[config.mk]
export PLATFORM = sky130hd
export DESIGN_NAME = logs_nco_bank_flat
export DESIGN_NICKNAME = d
export VERILOG_FILES = /design/src/rtl/logs_nco_bank_if.sv /design/src/rtl/logs_nco_bank.sv /design/src/flat_wrapper.sv
export SDC_FILE = /design/constraint.sdc
export NUM_CORES = 1
export LEC_CHECK = 0
export ABC_AREA = 1
export BUFFER_PORTS_ARGS = -buffer_cell sky130_fd_sc_hd__buf_4
export CORE_MARGIN = 1
export CORE_UTILIZATION = 66
export CTS_CLUSTER_DIAMETER = 40
export DETAILED_ROUTE_END_ITERATION = 10
export GPL_ROUTABILITY_DRIVEN = 0
export HOLD_SLACK_MARGIN = 0.15
export PLACE_DENSITY = 0.85
export SETUP_SLACK_MARGIN = 0.3
export SYNTH_ARGS = -nofsm -noshare
export SYNTH_HDL_FRONTEND = slang
export SYNTH_SLANG_ARGS = --single-unit
[constraint.sdc]
create_clock -name clk -period 3.7 [get_ports clk]
set_clock_uncertainty 0.2 [all_clocks]
set_input_delay 0.74 -clock clk [delete_from_list [all_inputs] [get_ports clk]]
set_output_delay 0.74 -clock clk [all_outputs]
set_load 0.02 [all_outputs]
[src/rtl/logs_nco_bank_if.sv]
// Configuration/step bus and waveform outputs of the multi-channel NCO bank.
// The master drives step and the write port; the slave (the bank) drives
// the registered waveform samples and wrap strobes.
interface logs_nco_bank_if #(
    parameter int N  = 8,
    parameter int CH = 4,
    parameter int W  = 4
);
    localparam int CW = (CH > 1) ? $clog2(CH) : 1;

    logic              step;
    logic              wr_en;
    logic [CW-1:0]     wr_ch;
    logic [N-2:0]      wr_freq;
    logic [1:0]        wr_mode;
    logic [W-1:0]      wr_duty;
    logic              wr_restart;
    logic [CH*W-1:0]   wave;
    logic [CH-1:0]     wrap;

    modport master (
        output step, wr_en, wr_ch, wr_freq, wr_mode, wr_duty, wr_restart,
        input  wave, wrap
    );

    modport slave (
        input  step, wr_en, wr_ch, wr_freq, wr_mode, wr_duty, wr_restart,
        output wave, wrap
    );
endinterface

[src/rtl/logs_nco_bank.sv]
// Multi-channel numerically-controlled oscillator bank.
// Each channel owns an N-bit phase accumulator plus frequency, waveform mode
// and pulse-duty registers. On a step edge every active channel adds its
// frequency word to its phase, samples the waveform from the phase *before*
// the add (one-step output latency) and reports the accumulator carry as a
// one-clock wrap strobe. All outputs are registered.
module logs_nco_bank #(
    parameter int N  = 8,
    parameter int CH = 4,
    parameter int W  = 4
) (
    input  logic             clk,
    input  logic             rst_n,
    logs_nco_bank_if.slave   bus
);
    localparam int CW = (CH > 1) ? $clog2(CH) : 1;

    typedef enum logic [1:0] {
        MODE_OFF   = 2'd0,
        MODE_PULSE = 2'd1,
        MODE_SAW   = 2'd2,
        MODE_TRI   = 2'd3
    } mode_e;

    logic            wr_ch_ok;
    logic [CH*W-1:0] wave_all;
    logic [CH-1:0]   wrap_all;

    // Writes addressed beyond the last channel are dropped entirely.
    always_comb begin
        wr_ch_ok = bus.wr_en && (int'(bus.wr_ch) < CH);
    end

    for (genvar c = 0; c < CH; c++) begin : g_ch
        logic [N-1:0] phase_q, phase_d;
        logic [N-2:0] freq_q;
        mode_e        mode_q;
        logic [W-1:0] duty_q;
        logic [W-1:0] wave_q, wave_d;
        logic         wrap_q, wrap_d;

        logic         wr_hit;
        logic [N:0]   sum;
        logic [W-1:0] top;
        logic [W-1:0] tri_bits;
        logic [W-1:0] sample;

        // Accumulator sum and waveform sample of the current (pre-add) phase.
        always_comb begin
            wr_hit   = wr_ch_ok && (bus.wr_ch == CW'(c));
            sum      = {1'b0, phase_q} + {2'b00, freq_q};
            top      = phase_q[N-1 -: W];
            tri_bits = phase_q[N-2 -: W];
            sample   = '0;
            case (mode_q)
                MODE_PULSE: sample = (top < duty_q) ? '1 : '0;
                MODE_SAW:   sample = top;
                MODE_TRI:   sample = phase_q[N-1] ? ~tri_bits : tri_bits;
                default:    sample = '0;
            endcase
        end

        // Next phase/wave/wrap. A restart or a write to mode 0 zeroes the phase
        // on the write edge; the sample still comes from the old settings.
        always_comb begin
            phase_d = phase_q;
            wave_d  = wave_q;
            wrap_d  = 1'b0;
            if (mode_q == MODE_OFF) begin
                phase_d = '0;
                wave_d  = '0;
            end else if (bus.step) begin
                phase_d = sum[N-1:0];
                wrap_d  = sum[N];
                wave_d  = sample;
            end
            if (wr_hit) begin
                if (bus.wr_restart || (mode_e'(bus.wr_mode) == MODE_OFF)) begin
                    phase_d = '0;
                end
                if (bus.wr_restart) begin
                    wrap_d = 1'b0;
                end
            end
        end

        // Channel state registers; configuration loads only on a hit write.
        always_ff @(posedge clk or negedge rst_n) begin
            if (!rst_n) begin
                phase_q <= '0;
                freq_q  <= '0;
                mode_q  <= MODE_OFF;
                duty_q  <= '0;
                wave_q  <= '0;
                wrap_q  <= 1'b0;
            end else begin
                phase_q <= phase_d;
                wave_q  <= wave_d;
                wrap_q  <= wrap_d;
                if (wr_hit) begin
                    freq_q <= bus.wr_freq;
                    mode_q <= mode_e'(bus.wr_mode);
                    duty_q <= bus.wr_duty;
                end
            end
        end

        assign wave_all[c*W +: W] = wave_q;
        assign wrap_all[c]        = wrap_q;
    end

    assign bus.wave = wave_all;
    assign bus.wrap = wrap_all;

endmodule

[src/flat_wrapper.sv]
// flat-port wrapper written by rule: the top's interface ports become plain ports
module logs_nco_bank_flat 
#(
    parameter int N  = 8,
    parameter int CH = 4,
    parameter int W  = 4
)
  (clk, rst_n, bus_step, bus_wr_en, bus_wr_ch, bus_wr_freq, bus_wr_mode, bus_wr_duty, bus_wr_restart, bus_wave, bus_wrap);
  logs_nco_bank_if #(.N(N), .CH(CH), .W(W)) bus_i ();
  input  logic clk;
  input  logic rst_n;
  input wire logic [$bits(bus_i.step)-1:0] bus_step;
  input wire logic [$bits(bus_i.wr_en)-1:0] bus_wr_en;
  input wire logic [$bits(bus_i.wr_ch)-1:0] bus_wr_ch;
  input wire logic [$bits(bus_i.wr_freq)-1:0] bus_wr_freq;
  input wire logic [$bits(bus_i.wr_mode)-1:0] bus_wr_mode;
  input wire logic [$bits(bus_i.wr_duty)-1:0] bus_wr_duty;
  input wire logic [$bits(bus_i.wr_restart)-1:0] bus_wr_restart;
  output wire logic [$bits(bus_i.wave)-1:0] bus_wave;
  output wire logic [$bits(bus_i.wrap)-1:0] bus_wrap;
  assign bus_i.step = bus_step;
  assign bus_i.wr_en = bus_wr_en;
  assign bus_i.wr_ch = bus_wr_ch;
  assign bus_i.wr_freq = bus_wr_freq;
  assign bus_i.wr_mode = bus_wr_mode;
  assign bus_i.wr_duty = bus_wr_duty;
  assign bus_i.wr_restart = bus_wr_restart;
  assign bus_wave = bus_i.wave;
  assign bus_wrap = bus_i.wrap;
  logs_nco_bank #(.N(N), .CH(CH), .W(W)) u_core (.clk(clk), .rst_n(rst_n), .bus(bus_i));
endmodule
==> results of run 1 <==
[synthesized netlist by cell type]
library cell,number
o21ai_2,2
ha_1,40
nor3_1,1
nor2_2,1
fa_1,4
a21oi_1,64
xor2_1,3
inv_2,2
or2_2,4
o2111ai_1,2
o211ai_1,2
inv_1,145
a21o_1,3
o21ai_0,62
nand3_2,3
nor2_1,61
buf_6,2
buf_2,10
nand3b_1,3
o21a_1,1
nand4_1,3
a211oi_1,3
o21bai_1,1
nand3_1,52
o21ai_4,2
o22ai_1,1
clkbuf_1,5
buf_4,5
dfrtp_1,104
clkbuf_2,2
nand2_1,266
[worst max-delay path by stage]
stage                                      endpoint  slack (ns)  cells past startpoint
after floorplan           u_core.g_ch[3].phase_q[4]        1.85                     11
after global placement    u_core.g_ch[1].phase_q[6]        1.49                      7
after detailed placement  u_core.g_ch[1].phase_q[6]        1.41                      7
after CTS                 u_core.g_ch[3].phase_q[4]        1.64                     11
after global routing      u_core.g_ch[3].phase_q[4]        1.48                     11
final                     u_core.g_ch[3].phase_q[4]        1.64                     11
[cell type report]
class	count	area, µm²	share of cell area
Multi-Input combinational cell	584	2982	0.4362
Clock buffer	12	155.1	0.02270
Tap cell	129	161.4	0.02361
Clock inverter	4	52.55	0.007688
Inverter	147	551.8	0.08072
Sequential cell	104	2603	0.3807
Timing Repair Buffer	44	330.3	0.04833
[registers in the layout, indices dropped and copies added, names as in the netlist]
| name | flops |
|---|---|
| u_core.g_ch.wave_q | 16 |
| u_core.g_ch.phase_q | 32 |
| u_core.g_ch.duty_q | 16 |
| u_core.g_ch.wrap_q | 4 |
| u_core.g_ch.mode_q | 8 |
| u_core.g_ch.freq_q | 28 |
[worst max-delay path: stages (launching register included)]
cell	delay, ns
dfrtp_1	0.37
ha_1	0.17
inv_1	0.07
fa_1	0.45
inv_1	0.07
nand2_1	0.08
nand2_1	0.09
nand2_1	0.06
or2_2	0.27
nand3_1	0.08
nand2_1	0.06
inv_1	0.06
[cell families (layout without fill, tap and decap cells)]
logic type,count (synthesis),count (layout),share of synthesized area
simple gates,394,394,0.2542
buf+inv,171,207,0.1101
compound gates,143,143,0.1242
flops,104,104,0.4148
fa+ha+maj,44,44,0.09252
xor+xnor,3,3,0.004188
[power breakdown]
group / internal [mW] / total, mW / switching, mW / leakage (nW)
sequential: 1.36 / 1.56 / 0.200 / 1.34
combinational: 0.513 / 1.35 / 0.839 / 2.39
clock: 0.352 / 0.756 / 0.404 / 0.107
total: 2.22 / 3.67 / 1.44 / 3.83
[metrics by stage]
stage / total power [mW] / area [µm²] / utilization / setup slack [ns]
2_1_floorplan: 2.496 / 6275 / - / 1.847
3_3_place_gp: 2.831 / 6628 / 0.7173 / 1.488
3_5_place_dp: 2.905 / 6628 / 0.7173 / 1.413
4_1_cts: 3.654 / 6835 / 0.7397 / 1.641
5_1_grt: 3.931 / 6835 / 0.7397 / 1.476
6_report: 3.667 / 6835 / 0.7397 / 1.636
[layout by cell type (no fill, tap or decap)]
master     Yosys  routed
a211oi_1       3       3
ha_1          40      40
inv_1        145     145
clkbuf_1       5       1
nand3b_1       3       3
nor2_1        61      61
dfrtp_1      104     104
fa_1           4       4
buf_4          5      44
a21oi_1       64      64
nand4_1        3       3
o21ai_4        2       2
xor2_1         3       3
a21o_1         3       3
o2111ai_1      2       2
inv_2          2       2
clkinv_2       0       1
nor2_2         1       1
nor3_1         1       1
o21bai_1       1       1
nand3_2        3       3
bufinv_16      0       1
o22ai_1        1       1
o21a_1         1       1
nand2_1      266     266
o211ai_1       2       2
o21ai_2        2       2
clkbuf_8       0      11
or2_2          4       4
nand3_1       52      52
clkinv_4       0       2
o21ai_0       62      62
[layer usage]
layer  GRT usage  part of all wire  up-vias
met5           0                 0        -
met4      0.1199             0.032        0
met3     0.07238             0.059       52
met2      0.5321              0.48      192
met1      0.4271              0.43     2625
li1            -                 -     2751
==> impl_metrics.csv, run 1 <==
group,metric,value,unit
synth,yosysTopAreaCell,"dfrtp_1",
routing,drc,0,
timing,relSlewSlack,0.4077,
cells_and_area,fill_cells,711,
pwr,ir_drop,291.4,µV
timing,finalCriticalPeriod,2.064,ns
synth,yosysWarnings,0,
pwr,p_leak,3.834,nW
routing,avgRoutedWirePerCell,14.56,µm
synth,syn_inst,859,
floorplan,core,9240,µm²
worst_setup_path,cp_max_fo,2,
outcome,outcome,"complete, no violations",
placement,dp.cells,1008,
cells_and_area,syn2layout_area_growth,8.933,%
worst_setup_path,cp.arrival,2.19,ns
worst_setup_path,cp-start-kind,"flop",
timing,setup_viol_count_final,0,
timing,slew_viol_final,0,
grt,grt_antenna_before_repair,0,
timing,rsz0062_at_grt,"no",
cells_and_area,n_antenna_cell,0,
timing,max_freq,484.5,MHz
worst_setup_path,crit_path_end_kind,"flop",
placement,io_buffers,39,
routing,vias,5620,
cells_and_area,drive_above_1_share,0.08156,
floorplan,die_h,99.51,µm
synth,syn_area_per_cell,7.305,µm²
worst_setup_path,required,3.83,ns
synth,yosysTopAreaCellShare,0.4148,
timing,worstMarginPinSlew,0.8884,ns
clock_network,clock_latency,0.38,ns
floorplan,pin_count,40,
clock_network,clockBufferDepth,2,
grt,grt_pass1_vias,5298,
synth,synth_nets,923,
synth,synth_cell_types,31,
worst_setup_path,r2r.worst_path.cells,11,
worst_setup_path,crit_path_start,"u_core.g_ch[3].freq_q[0]",
timing,period_share,0.5579,
floorplan,num_rows,35,
worst_setup_path,worstReg2RegStart,"u_core.g_ch[3].freq_q[0]",
timing,hold_viol_final,0,
floorplan,initial_core_util,0.6791,
clock_network,clock-sinks,104,
routing,drtPass1Iterations,5,
grt,overflow,0,
synth,synth_area_leaders,"dfrtp_1, nand2_1, inv_1",
synth,ys_seq_elements,104,
grt,grt_use_total,0.3250,
routing,avgViaCountPerCell,5.488,
job,cap_viol_max_count,0,
floorplan,die_area,9901,µm²
clock_network,cts_setup_buffers,0,
synth,yosysSeqAreaShare,0.4148,
clock_network,cts-buffers-inserted,9,
pwr,powerDensity,536.4,nW/µm²
timing,fin_tns_setup,0,ns
grt,grt_max_degree,70,
worst_setup_path,path_class,"reg2reg",
routing,finalWirelength,14.91,mm
placement,dp_hpwl,10.86,mm
floorplan,die_w,99.51,µm
clock_network,postCtsHoldBufs,0,
clock_network,cts_root_buf,"clkbuf_8",
cells_and_area,stdcell_count,1024,
worst_setup_path,rrSetupSlack,1.64,ns
routing,postRouteAntennaNets,0,
clock_network,path_clk_slew,0.10,ns
cells_and_area,final_nets,954,
clock_network,cts_tree,"built",
timing,holdWs,0.2590,ns
synth,netlist_area,6275,µm²
routing,drtIter0Drc,390,
worst_hold_path,holdCritPathClass,"in2async",
worst_setup_path,rr_endpoint,"u_core.g_ch[3].phase_q[4]",
clock_network,ctsHtreeMaxLevel,3,
grt,grt_pass1_wl,24.98,mm
clock_network,cts_resized,0,
No activity file was read; power rests on OpenSTA's default activity.
==> run 2, diff against run 1 <==
--- a/config.mk
+++ b/config.mk
@@ -8,12 +8,12 @@
 export ABC_AREA = 1
 export BUFFER_PORTS_ARGS = -buffer_cell sky130_fd_sc_hd__buf_4
 export CORE_MARGIN = 1
-export CORE_UTILIZATION = 66
+export CORE_UTILIZATION = 55
 export CTS_CLUSTER_DIAMETER = 40
 export DETAILED_ROUTE_END_ITERATION = 10
 export GPL_ROUTABILITY_DRIVEN = 0
 export HOLD_SLACK_MARGIN = 0.15
-export PLACE_DENSITY = 0.85
+export PLACE_DENSITY = 0.75
 export SETUP_SLACK_MARGIN = 0.3
 export SYNTH_ARGS = -nofsm -noshare
 export SYNTH_HDL_FRONTEND = slang
==> constraint.sdc (replaced) <==
create_clock -name clk -period 1.8 [get_ports clk]
set_clock_uncertainty 0.2 [all_clocks]
set_input_delay 0.36 -clock clk [delete_from_list [all_inputs] [get_ports clk]]
set_output_delay 0.36 -clock clk [all_outputs]
set_load 0.02 [all_outputs]
==> impl_metrics.csv, run 2 (same netlist as run 1, synthesis figures left out) <==
group,metric,value,unit
cells_and_area,final_util,0.7694,
floorplan,die_h,108.8,µm
clock_network,cts-buffers-inserted,9,
floorplan,initial_core_util,0.5713,
cells_and_area,drive_above_1_share,0.3466,
cells_and_area,top_register,"u_core.g_ch.phase_q",
grt,grt_pass1_wl,28.27,mm
routing,drtIter0Drc,537,
clock_network,clock_latency,0.36,ns
clock_network,clockBufferDepth,2,
timing,period_share,1.022,
cells_and_area,multi_input_area,3969,µm²
timing,timing.final.ws_setup,-0.03926,ns
worst_setup_path,rr_endpoint,"u_core.g_ch[3].phase_q[4]",
floorplan,core,10980,µm²
worst_setup_path,r2r.worst_path.cells,11,
timing,fin_tns_setup,-0.07188,ns
worst_setup_path,cp_max_fo,2,
cells_and_area,syn2layout_area_growth,34.68,%
cells_and_area,top_regs,"u_core.g_ch.phase_q x32, u_core.g_ch.freq_q x28",
worst_setup_path,path_class,"reg2reg",
timing,holdWs,0.1610,ns
worst_setup_path,rrSetupSlack,-0.04,ns
cells_and_area,n_antenna_cell,0,
routing,avgViaCountPerCell,5.684,
placement,dp.cells,1034,
timing,hold_viol_final,0,
grt,overflow,0,
job,cap_viol_max_count,0,
pwr,ir_drop,812.3,µV
pwr,p_leak,4.264,nW
placement,io_buffers,39,
routing,drtPass1Iterations,5,
clock_network,ctsHtreeMaxLevel,3,
worst_setup_path,cp.arrival,1.94,ns
cells_and_area,largest_reg_flops,32,
worst_setup_path,worstReg2RegStart,"u_core.g_ch[3].freq_q[0]",
worst_hold_path,holdCritPathClass,"in2reg",
grt,grt_max_degree,49,
pwr,powerDensity,1149,nW/µm²
floorplan,num_rows,38,
routing,vias,6224,
clock_network,path_clk_slew,0.08,ns
pwr,power,9.713,mW
timing,rsz0062_at_grt,"yes",
outcome,outcome,"finished with violations",
worst_setup_path,crit_end,"u_core.g_ch[3].phase_q[4]",
cells_and_area,final_nets,1014,
clock_network,cts_tree,"built",
worst_setup_path,crit_path_end_kind,"flop",
grt,grt_pass1_vias,5881,
floorplan,die_w,108.8,µm
floorplan,pin_count,40,
cells_and_area,regArea,2614,µm²
timing,relSlewSlack,0.7398,
worst_setup_path,required,1.90,ns
timing,worstMarginPinSlew,0.3903,ns
grt,grt_antenna_before_repair,0,
clock_network,clock-sinks,104,
floorplan,die_area,11840,µm²
cells_and_area,stdcell_count,1095,
timing,max_freq,543.7,MHz
cells_and_area,final_cell_mix,"nand2_1, inv_1, dfrtp_1",
routing,avgRoutedWirePerCell,17.36,µm
timing,slew_viol_final,0,
timing,setup_viol_count_final,3,
outcome,failed_checks,"setup timing",
worst_setup_path,cp-start-kind,"flop",
routing,drc,0,
routing,postRouteAntennaNets,0,
worst_setup_path,crit_path_start,"u_core.g_ch[3].freq_q[0]",
cells_and_area,fill_cells,678,
grt,grt_use_total,0.3138,
timing,finalCriticalPeriod,1.839,ns
placement,dp_hpwl,10.93,mm
routing,finalWirelength,19.01,mm
cells_and_area,final_common_cell,"nand2_1",
clock_network,cts_root_buf,"clkbuf_16",
## run 2: area by class of cell
| type | instances | share of cell area |
|---|---|---|
| Multi-Input combinational cell | 584 | 0.4696 |
| Sequential cell | 104 | 0.3093 |
| Timing Repair Buffer | 104 | 0.09964 |
| Inverter | 147 | 0.06559 |
| Clock buffer | 10 | 0.02828 |
| Tap cell | 140 | 0.02073 |
| Clock inverter | 6 | 0.006811 |
## run 2: power by group
| part | switching (mW) | total, mW | internal (mW) |
|---|---|---|---|
| Sequential | 0.501 | 3.30 | 2.80 |
| Combinational | 2.48 | 4.40 | 1.92 |
| Clock | 0.989 | 2.01 | 1.02 |
## run 2: critical path, stage by stage (launching register included)
cell and delay (ns):
dfrtp_1 0.36, ha_2 0.19, inv_2 0.04, fa_2 0.36
inv_2 0.08, nand2_4 0.06, nand2_4 0.07, nand2_2 0.06
or2_4 0.23, nand3_2 0.05, nand2_1 0.05, inv_1 0.05
## run 2: per-layer routing
metal / wire length (µm) / share of wire / vias to the layer above / global-route usage
met5: 0 / 0 / - / 0
met4: 550 / 0.029 / 0 / 0.1293
met3: 1296 / 0.068 / 50 / 0.05858
met2: 9405 / 0.49 / 300 / 0.5285
met1: 7760 / 0.41 / 3002 / 0.3967
li1: - / - / 2872 / -
## run 2: how the worst min path moves through the flow
stage	from	end	slack (ns)	depth (start not counted)
after detailed placement	rst_n	u_core.g_ch[0].phase_q[2]	0.02	1
after floorplan	rst_n	u_core.g_ch[0].duty_q[0]	-0.14	0
final	bus_wr_freq[2]	u_core.g_ch[2].freq_q[2]	0.16	3
after global placement	rst_n	u_core.g_ch[0].phase_q[2]	0.02	1
after CTS	bus_wr_freq[2]	u_core.g_ch[2].freq_q[2]	0.15	3
after global routing	bus_wr_freq[4]	u_core.g_ch[3].freq_q[4]	0.18	3
## run 2: timing repair
item / CTS / global route
hold buffers: 2 / 0
hold endpoints to repair: 105 / 0
setup endpoints to repair: 47 / 48
resized for setup: 80 / 135
pin swaps: 47 / 71
setup buffers: 30 / 13
## run 2: through the flow
stage	cell area [µm²]	setup slack, ns
2_1_floorplan	6336	0.09579
3_3_place_gp	6853	0.04065
3_5_place_dp	6853	-0.01488
4_1_cts	7841	0.01571
5_1_grt	8451	-0.1317
6_report	8451	-0.03926
